File: src/rtl/uart_tx_cfg.sv
// UART transmitter with configurable frame format (5..9 data bits, none/even/odd parity, 1/2 stop bits), fronted by a write FIFO.
// Latency: the start bit begins 1 cycle after the accept edge when idle; each bit lasts DIV = CLK_FREQ/BAUD_RATE cycles.
// Backpressure: tx_ready is low while the FIFO is full. tx_enable low holds new frames at the frame boundary and never cuts a frame.

module uart_tx_fifo #(
    parameter int W     = 8,
    parameter int DEPTH = 8
) (
    input  logic                       core_clk,
    input  logic                       arst_n,
    input  logic                       push_vld,
    input  logic [W-1:0]               push_dat,
    output logic                       push_rdy,
    output logic                       pop_vld,
    input  logic                       pop_rdy,
    output logic [W-1:0]               pop_dat,
    output logic [$clog2(DEPTH):0]     count
);
    localparam int AW = $clog2(DEPTH);
    localparam int CW = AW + 1;

    logic [W-1:0]  mem [DEPTH];
    logic [AW-1:0] wr_ptr;
    logic [AW-1:0] rd_ptr;
    logic          push_go;
    logic          pop_go;

    assign push_rdy = (count != CW'(DEPTH));
    assign pop_vld  = (count != '0);
    assign push_go  = push_vld && push_rdy;
    assign pop_go   = pop_rdy && pop_vld;
    assign pop_dat  = mem[rd_ptr];

    // Storage array has no reset; flushing only needs the pointers and the count cleared.
    always_ff @(posedge core_clk) begin
        if (push_go) mem[wr_ptr] <= push_dat;
    end

    // Pointer and occupancy tracking; a simultaneous push and pop leaves the count unchanged.
    always_ff @(posedge core_clk or negedge arst_n) begin
        if (!arst_n) begin
            wr_ptr <= '0;
            rd_ptr <= '0;
            count  <= '0;
        end else begin
            if (push_go) wr_ptr <= wr_ptr + AW'(1);
            if (pop_go)  rd_ptr <= rd_ptr + AW'(1);
            case ({push_go, pop_go})
                2'b10:   count <= count + CW'(1);
                2'b01:   count <= count - CW'(1);
                default: count <= count;
            endcase
        end
    end
endmodule

module uart_tx_cfg #(
    parameter int CLK_FREQ   = 1_000_000,
    parameter int BAUD_RATE  = 9600,
    parameter int FIFO_DEPTH = 8,
    parameter int DATA_BITS  = 8,
    parameter int PARITY     = 0,
    parameter int STOP_BITS  = 1
) (
    input  logic                          clk,
    input  logic                          rst_n,
    input  logic [DATA_BITS-1:0]          tx_data,
    input  logic                          tx_valid,
    output logic                          tx_ready,
    input  logic                          tx_enable,
    output logic                          tx_serial,
    output logic                          tx_busy,
    output logic [$clog2(FIFO_DEPTH):0]   fifo_count
);
    localparam int DIV   = CLK_FREQ / BAUD_RATE;
    localparam int CNT_W = (DIV > 1) ? $clog2(DIV) : 1;
    localparam int BIT_W = 4;

    // Illegal parameter combinations stop elaboration.
    if (DIV < 2) begin : g_bad_div
        $fatal(1, "uart_tx_cfg: CLK_FREQ/BAUD_RATE must be >= 2");
    end
    if (FIFO_DEPTH < 2 || (FIFO_DEPTH & (FIFO_DEPTH - 1)) != 0) begin : g_bad_depth
        $fatal(1, "uart_tx_cfg: FIFO_DEPTH must be a power of 2, >= 2");
    end
    if (DATA_BITS < 5 || DATA_BITS > 9) begin : g_bad_bits
        $fatal(1, "uart_tx_cfg: DATA_BITS must be 5..9");
    end
    if (PARITY < 0 || PARITY > 2) begin : g_bad_par
        $fatal(1, "uart_tx_cfg: PARITY must be 0, 1 or 2");
    end
    if (STOP_BITS != 1 && STOP_BITS != 2) begin : g_bad_stop
        $fatal(1, "uart_tx_cfg: STOP_BITS must be 1 or 2");
    end

    typedef enum logic [2:0] {IDLE, START, DATA, PAR, STOP} state_t;

    state_t                 state;
    logic [CNT_W-1:0]       baud_cnt;
    logic [BIT_W-1:0]       bit_idx;
    logic [DATA_BITS-1:0]   shift_dat;
    logic                   par_bit;
    logic                   fifo_vld;
    logic [DATA_BITS-1:0]   fifo_dat;
    logic                   cnt_last;
    logic                   stop_last;
    logic                   start_go;

    assign cnt_last  = (baud_cnt == CNT_W'(DIV - 1));
    assign stop_last = (bit_idx == BIT_W'(STOP_BITS - 1));
    // A new frame may only start at a frame boundary: from IDLE, or on the last cycle of the final stop bit.
    assign start_go  = fifo_vld && tx_enable &&
                       ((state == IDLE) || ((state == STOP) && cnt_last && stop_last));
    assign tx_busy   = (state != IDLE) || (fifo_count != '0);

    uart_tx_fifo #(
        .W     (DATA_BITS),
        .DEPTH (FIFO_DEPTH)
    ) u_fifo (
        .core_clk (clk),
        .arst_n   (rst_n),
        .push_vld (tx_valid),
        .push_dat (tx_data),
        .push_rdy (tx_ready),
        .pop_vld  (fifo_vld),
        .pop_rdy  (start_go),
        .pop_dat  (fifo_dat),
        .count    (fifo_count)
    );

    // Frame sequencer: baud timing, bit selection and the registered serial output.
    always_ff @(posedge clk or negedge rst_n) begin
        if (!rst_n) begin
            state     <= IDLE;
            baud_cnt  <= '0;
            bit_idx   <= '0;
            shift_dat <= '0;
            par_bit   <= 1'b0;
            tx_serial <= 1'b1;
        end else if (start_go) begin
            state     <= START;
            baud_cnt  <= '0;
            bit_idx   <= '0;
            shift_dat <= fifo_dat;
            par_bit   <= (^fifo_dat) ^ (PARITY == 2);
            tx_serial <= 1'b0;
        end else begin
            case (state)
                IDLE: begin
                    tx_serial <= 1'b1;
                end
                START: begin
                    if (cnt_last) begin
                        state     <= DATA;
                        baud_cnt  <= '0;
                        bit_idx   <= '0;
                        tx_serial <= shift_dat[0];
                    end else begin
                        baud_cnt <= baud_cnt + CNT_W'(1);
                    end
                end
                DATA: begin
                    if (cnt_last) begin
                        baud_cnt <= '0;
                        if (bit_idx == BIT_W'(DATA_BITS - 1)) begin
                            bit_idx <= '0;
                            if (PARITY != 0) begin
                                state     <= PAR;
                                tx_serial <= par_bit;
                            end else begin
                                state     <= STOP;
                                tx_serial <= 1'b1;
                            end
                        end else begin
                            bit_idx   <= bit_idx + BIT_W'(1);
                            shift_dat <= shift_dat >> 1;
                            tx_serial <= shift_dat[1];
                        end
                    end else begin
                        baud_cnt <= baud_cnt + CNT_W'(1);
                    end
                end
                PAR: begin
                    if (cnt_last) begin
                        state     <= STOP;
                        baud_cnt  <= '0;
                        bit_idx   <= '0;
                        tx_serial <= 1'b1;
                    end else begin
                        baud_cnt <= baud_cnt + CNT_W'(1);
                    end
                end
                STOP: begin
                    if (cnt_last) begin
                        baud_cnt <= '0;
                        if (stop_last) begin
                            state   <= IDLE;
                            bit_idx <= '0;
                        end else begin
                            bit_idx <= bit_idx + BIT_W'(1);
                        end
                    end else begin
                        baud_cnt <= baud_cnt + CNT_W'(1);
                    end
                    tx_serial <= 1'b1;
                end
                default: begin
                    state     <= IDLE;
                    tx_serial <= 1'b1;
                end
            endcase
        end
    end
endmodule

File: config.mk
export PLATFORM = sky130hd
export DESIGN_NAME = uart_tx_cfg
export DESIGN_NICKNAME = d
export VERILOG_FILES = /design/src/rtl/uart_tx_cfg.sv
export SDC_FILE = /design/constraint.sdc
export NUM_CORES = 1
export LEC_CHECK = 0
export CORE_ASPECT_RATIO = 1.75
export CORE_MARGIN = 2
export CORE_UTILIZATION = 30
export DETAILED_ROUTE_END_ITERATION = 10
export PLACE_DENSITY_LB_ADDON = 0.2
export RECOVER_POWER = 100
export SLEW_MARGIN = 25
export SYNTH_ARGS = -nofsm -noshare
export SYNTH_HDL_FRONTEND = slang
export SYNTH_SLANG_ARGS = --single-unit
export TNS_END_PERCENT = 30
File: constraint.sdc
create_clock -name clk -period 2.2 [get_ports clk]
set_input_delay 0.44 -clock clk [delete_from_list [all_inputs] [get_ports clk]]
set_output_delay 0.44 -clock clk [all_outputs]
set_load 0.03 [all_outputs]
== Word-level counts from Yosys, hierarchy flattened ==
Memory sizes are Yosys's and may differ from the RTL's.
Cells that the tools add are included.
Storage, ports and cells
  bits in registers: 33
  latch bits: 0
  memory bits (writable): 64
  memory bits (read-only): 0
  output and inout bits: 7
  memories kept: 1
Cells by class
  $add $sub $neg: 6
  multiply operators: 0
  div/mod/pow operators: 0
  order comparisons: 0
  equal/unequal tests: 18
  shift-type cells: 0
  multiplexer cells: 31
  bitwise logic cells: 0
  reduce and logical (&&, ||, !) cells: 23
Memory list
  u_fifo.mem: depth 8, bits a word 8, rd ports 1, clocked after memory_dff 0, wr ports 1, RTL line 22  | logic [W-1:0] mem [DEPTH];
Operators by type and width (number)
  $mux W8: 4
  $mux W4: 6
  $mux W3: 7
  $mux W7: 3
  $ne A3 B2 Y1 const B: 6
  $pmux W3 S5: 1
  $pmux W4 S3: 1
  $add A4 B1 Y4 const B: 2
  $pmux W4 S2: 1
  $reduce_bool A2 Y1: 4
  $reduce_bool A4 Y1: 2
  $add A7 B1 Y7 const B: 1
  $eq A7 B7 Y1 const B: 1
  $mux W1: 7
  $reduce_and A7 Y1: 1
  $add A3 B1 Y3 const B: 2
  $eq A3 B2 Y1 const B: 2
  $logic_and A1 B1 Y1: 6
  $reduce_and A3 Y1: 2
  $eq A4 B3 Y1 const B: 1
  $logic_not A4 Y1: 1
  $ne A2 B1 Y1 const B: 2
  $ne A4 B4 Y1 const B: 1
  $reduce_and A4 Y1: 1
  12 further kinds: 13

== Longest topological paths before layout ==
  word-level depth: 8
  gate-level depth with buffers: 14
  gate-level depth less buffers: 13

== Modules after synthesis ==
From an unflattened synthesis, not the netlist that was laid out.
Second synthesis, totals
  cell total of the unflattened synthesis: 309
  area total of the unflattened synthesis: 4570.6 µm²
By module, submodules not included
  uart_tx_fifo: times used 1, cells an instance 158, area each 3120.5 µm², sequential area each 2172.1 µm²
  uart_tx_cfg: times used 1, cells an instance 151, area each 1450.1 µm², sequential area each 576.8 µm²

== Worst setup path after synthesis ==
Ideal clock, no wire load.
  path type: register to register
  from: reg u_fifo.count[0]
  to: reg u_fifo.count[2]
  setup time: 140 ps
  arrival: 2548 ps
  required time: 2060 ps
  path slack: -488 ps
  stages on the path, launching flop included: 14
  path through: dfrtp_1 buf_2 o41a_1 nand2_1 a21o_1 buf_4 inv_4 ha_1 xor2_1 ha_1 a21oi_1 xor2_1 nor2_1 xor2_1
On the way
  longest elaborated chain between the ends: 6
  elaborated cells between the ends (all ways): 12
  those cells by class: add/sub: 2; eq/ne: 3; mux: 1; reduce/logical: 6
RTL lines
  start: declaration: RTL line 17  | output logic [$clog2(DEPTH):0] count
  start signal: assignment: RTL line 49  | 2'b10: count <= count + CW'(1);
  start signal: assignment: RTL line 50  | 2'b01: count <= count - CW'(1);
  start signal: assignment: RTL line 51  | default: count <= count;
  $reduce_bool A4 Y1 *: RTL line 29  | assign pop_vld = (count != '0);
  $logic_and A1 B1 Y1 (2 in a row): RTL line 112  | assign start_go = fifo_vld && tx_enable &&
  $logic_and A1 B1 Y1 *: RTL line 31  | assign pop_go = pop_rdy && pop_vld;
  net u_fifo.pop_go: RTL line 26  | logic pop_go;
  $eq A2 B1 Y1 or $eq A2 B2 Y1 (tied branches): RTL line 48  | case ({push_go, pop_go})
  $pmux W4 S2 or $reduce_bool A2 Y1 (tied branches)
The timed path passes the listed nets; every way through them passes the cells marked *.
A chain may end at the register's enable or synchronous reset.

== Worst setup path after layout ==
  from: reg baud_cnt[0]
  to: reg u_fifo.count[2]
On the way
  longest elaborated chain between the ends: 8
  elaborated cells between the ends (all ways): 10
  those cells by class: eq/ne: 3; mux: 1; reduce/logical: 6
RTL lines
  start: declaration: RTL line 99  | logic [CNT_W-1:0] baud_cnt;
  start signal: assignment: RTL line 159  | baud_cnt <= baud_cnt + CNT_W'(1);
  start signal: assignment: RTL line 180  | baud_cnt <= baud_cnt + CNT_W'(1);
  start signal: assignment: RTL line 190  | baud_cnt <= baud_cnt + CNT_W'(1);
  $eq A7 B7 Y1 *: RTL line 109  | assign cnt_last = (baud_cnt == CNT_W'(DIV - 1));
  $logic_and A1 B1 Y1 * (2 in a row): RTL line 113  | ((state == IDLE) || ((state == STOP) && cnt_last && stop_last));
  $logic_or A1 B1 Y1 *: RTL line 113
  $logic_and A1 B1 Y1 *: RTL line 112
  $logic_and A1 B1 Y1 *: RTL line 31
  net u_fifo.pop_go: RTL line 26
  $eq A2 B1 Y1 or $eq A2 B2 Y1 (tied branches): RTL line 48
  $pmux W4 S2 or $reduce_bool A2 Y1 (tied branches)
Marked as above.

==> results.txt <==
----------------------------------------------------
[STA]
  Worst Slack Setup Final ... -0.0155 ns
  Total Neg Setup Slack ... -0.0232 ns
  Slew margin rel. ... 43.4%
  Number of pins exceeding their max-slew limit in the final report ... 0
  Setup repair after global routing missed its margin ... true
  Clock period minus final worst setup slack ... 2.22 ns
  Maximum frequency from static timing analysis ... 451 MHz
  Worst slew pin tran ... 0.849 ns
  Period Utilization, post-route ... 101%
  Final hold viol count ... 0
  Clk_skew ... 0.00999 ns
  # setup viols final ... 2

[Synthesis]
  Synth top cells by count ... 64 x edfxtp_1, 32 x dfrtp_1, 27 x nor2_1, 17 x mux4_2, 15 x nand2_1
  Post-synthesis cell area ... 4330 sq um
  Top cells by area, synth ... edfxtp_1 44%, dfrtp_1 19%, mux4_2 8.9%
  Most common cell in the synthesized netlist ... edfxtp_1
  Synth Area per Inst ... 15.0 sq um
  Leading register cell type out of synthesis ... edfxtp_1
  Proportion of netlist area held by the largest area contributor ... 44.4%
  Count of flip-flops with a built-in enable after synthesis ... 64
  Area leader, netlist ... edfxtp_1
  Number of distinct library cells after synthesis ... 55
  Synthesis warning total ... 0
  Share of synthesized area occupied by flip-flops and latches ... 63.6%
  Count of state elements after synthesis ... 97
  Async set-reset flop share out of synthesis ... 34.0%
  Gate count after technology mapping ... 289
  Nets in the synthesized netlist ... 309

[Worst setup path]
  Flop-to-flop setup slack ... -0.02 ns
  Data required time at the worst endpoint ... 2.44 ns
  Largest driver fanout on the critical path ... 3
  Start point of the critical path ... baud_cnt[0]
  Crit path arrival time ... 2.45 ns
  Critical path capture point ... u_fifo.count[2]
  Kind of start point of the critical path ... register
  Endpoint class of the critical path ... register
  R2R Path Start ... baud_cnt[0]
  Start-to-end type of the worst setup path ... register to register
  Reg2Reg Depth ... 12
  Reg2Reg Capture Point ... u_fifo.count[2]

[Routing]
  Vias after detailed routing ... 2564
  1st-pass router iterations ... 4
  Post-detailed-routing wire length ... 8.82 mm
  DRC violation count after routing ... 0
  Via/cell ratio ... 4.79
  Detailed Route Iter0 Violations ... 89
  Routed length per instance ... 16.5 um
  Number of nets with antenna violations after detailed routing ... 0

[Global routing]
  Pin count of the biggest net entering global routing ... 34
  Via count of the first global-routing pass ... 2675
  Remaining Overflow, GRT ... 0
  All-Layer GR Usage ... 12.4%
  Global-route wire length before repair ... 14.2 mm
  Antenna violations before repair ... 0

[Floorplan]
  Die Height ... 163 um
  Die boundary width ... 94.8 um
  FP Rows ... 58
  Die area ... 15400 sq um
  Initial cell density of the core ... 30.4%
  Area inside the core boundary ... 14200 sq um
  Ports ... 19

[Clock tree]
  Number of clock sinks ... 97
  Max Buffers Root-to-Sink ... 2
  Clock Root Buffer ... clkbuf_16
  TritonCTS clock tree ... yes
  TritonCTS Buffers ... 9
  Number of levels the H-tree was split into ... 3
  Clock latency reported for the late side of the worst-skew pair ... 0.34 ns
  Clock transition at the registers of the reported paths ... 0.08 ns

[Layout]
  Net count reported at finish ... 370
  Sequential standard cell area ... 2750 sq um
  Utilization after layout ... 37.9%
  Fill cell count ... 1404
  Ratio of cells with drive above 1 in the final layout ... 30.4%
  Multi-input gate area ... 1530 sq um
  Diodes inserted ... 0
  Area growth from synthesis to layout ... 24.5%

[Placement]
  Pre-CTS setup slack ... -0.281 ns
  Final weighted congestion of routability-driven global placement ... 0.776
  Sum of net half-perimeters after detailed placement ... 6.16 mm
  PortBufs ... 18

[Status]
  Violated checks ... negative setup slack
  Run status ... finished, violations left

[Power and ir drop]
  P_leak ... 1.97 nW
  Peak VDD IR ... 0.000383 V
  Overall power of the completed layout ... 0.00474 W
  PwrDens ... 880 nW/um^2

[Worst hold path]
  Class of the tightest hold or removal check ... register to register

[Run]
  Reported max-cap violation count ... 0

----------------------------------------------------
per-layer routing:
metal	share of wire, %	wire, um	vias to the layer above	track usage, %
met1	39	3440	1314	14.0
met4	1.5	129	0	4.35
met2	57	5070	29	23.0
met5	0	0	-	0
li1	-	-	1214	-
met3	2.1	181	7	2.22
metrics by stage:
| step | cell area (sq um) | hold slack, ns | instances |
|---|---|---|---|
| floorplan | 4380 | 0.144 | 289 |
| global placement | 5040 | 0.497 | 517 |
| detailed placement | 5040 | 0.498 | 517 |
| CTS | 5340 | 0.520 | 533 |
| global route | 5390 | 0.546 | 535 |
| finish | 5390 | 0.517 | 535 |
sequential cells by signal, summed over array words and instances (netlist names):
register and count:
u_fifo.mem 64, shift_dat 8, baud_cnt 7, bit_idx 4, u_fifo.count 4, state 3, u_fifo.rd_ptr 3, u_fifo.wr_ptr 3
tx_serial 1
area by class of cell:
class | count | area share [%]
sequential | 97 | 51.1
multi-input combinational | 171 | 28.4
tap | 180 | 4.18
clock buffer | 9 | 4.18
timing repair buffer | 65 | 10.4
inverter | 6 | 0.511
clock inverter | 7 | 1.32
worst max-delay path, stage by stage (launching register included):
cell and delay, ns:
dfrtp_1 0.40, ha_1 0.22, and3_4 0.18, nand3_2 0.09, a21o_1 0.18, clkinv_4 0.08, ha_4 0.17, xor2_2 0.14
ha_2 0.18, a21oi_2 0.11, xor2_1 0.15, nor2_1 0.07, xor2_1 0.15
power by group:
part           switching (W)  internal [W]  leakage [nW]
registers           0.000115       0.00220         0.983
clock network       0.000748      0.000802         0.146
logic               0.000475      0.000400         0.845
worst min-delay path by stage:
stage	from	endpoint	slack [ns]	depth (start not counted)
after CTS	rst_n	u_fifo.count[3]	0.52	2
after global routing	shift_dat[6]	shift_dat[5]	0.55	1
after detailed placement	shift_dat[4]	shift_dat[3]	0.50	1
after global placement	shift_dat[7]	shift_dat[7]	0.50	2
final	shift_dat[3]	shift_dat[2]	0.52	1
after floorplan	rst_n	baud_cnt[0]	0.14	0
cells by family (layout without fill, tap and decap cells):
kind of cell	after synthesis	in the layout	synth area share, %
xor+xnor	12	12	2.43
flops	97	97	63.6
simple gates	85	85	10.5
buf+inv	21	87	2.92
fa+ha+maj	8	8	2.31
compound gates	37	37	6.48
mux	29	29	11.8
cells in the final DEF (no fill, tap or decap), types with 3 or more instances in the layout:
| cell | synthesis | routed |
|---|---|---|
| nor2_1 | 27 | 26 |
| buf_4 | 2 | 42 |
| inv_1 | 5 | 3 |
| clkinv_4 | 0 | 3 |
| nor3_1 | 6 | 5 |
| ha_1 | 8 | 4 |
| edfxtp_1 | 64 | 64 |
| dlygate4sd3_1 | 0 | 9 |
| buf_12 | 0 | 3 |
| inv_6 | 0 | 3 |
| nor3b_4 | 2 | 3 |
| nand3_1 | 11 | 10 |
| nand4_1 | 3 | 3 |
| dfrtp_1 | 32 | 30 |
| xnor2_1 | 4 | 4 |
| clkdlybuf4s50_1 | 0 | 7 |
| xor2_1 | 8 | 7 |
| clkbuf_16 | 0 | 9 |
| a221o_1 | 6 | 6 |
| nand3b_1 | 4 | 4 |
| nand2_1 | 15 | 15 |
| a21oi_1 | 8 | 7 |
| o21ai_0 | 6 | 6 |
| mux2i_1 | 9 | 9 |
| mux4_2 | 17 | 17 |
| nand2b_1 | 3 | 3 |
timing repair:
item | in CTS | in global routing
gates resized for setup | 2 | 12
pin swaps | 1 | 7
setup buffers | 0 | 2
hold buffers | 0 | 0
gates cloned | 0 | 0
setup endpoints to repair | 5 | 5
No activity file was read; power rests on OpenSTA's default activity.
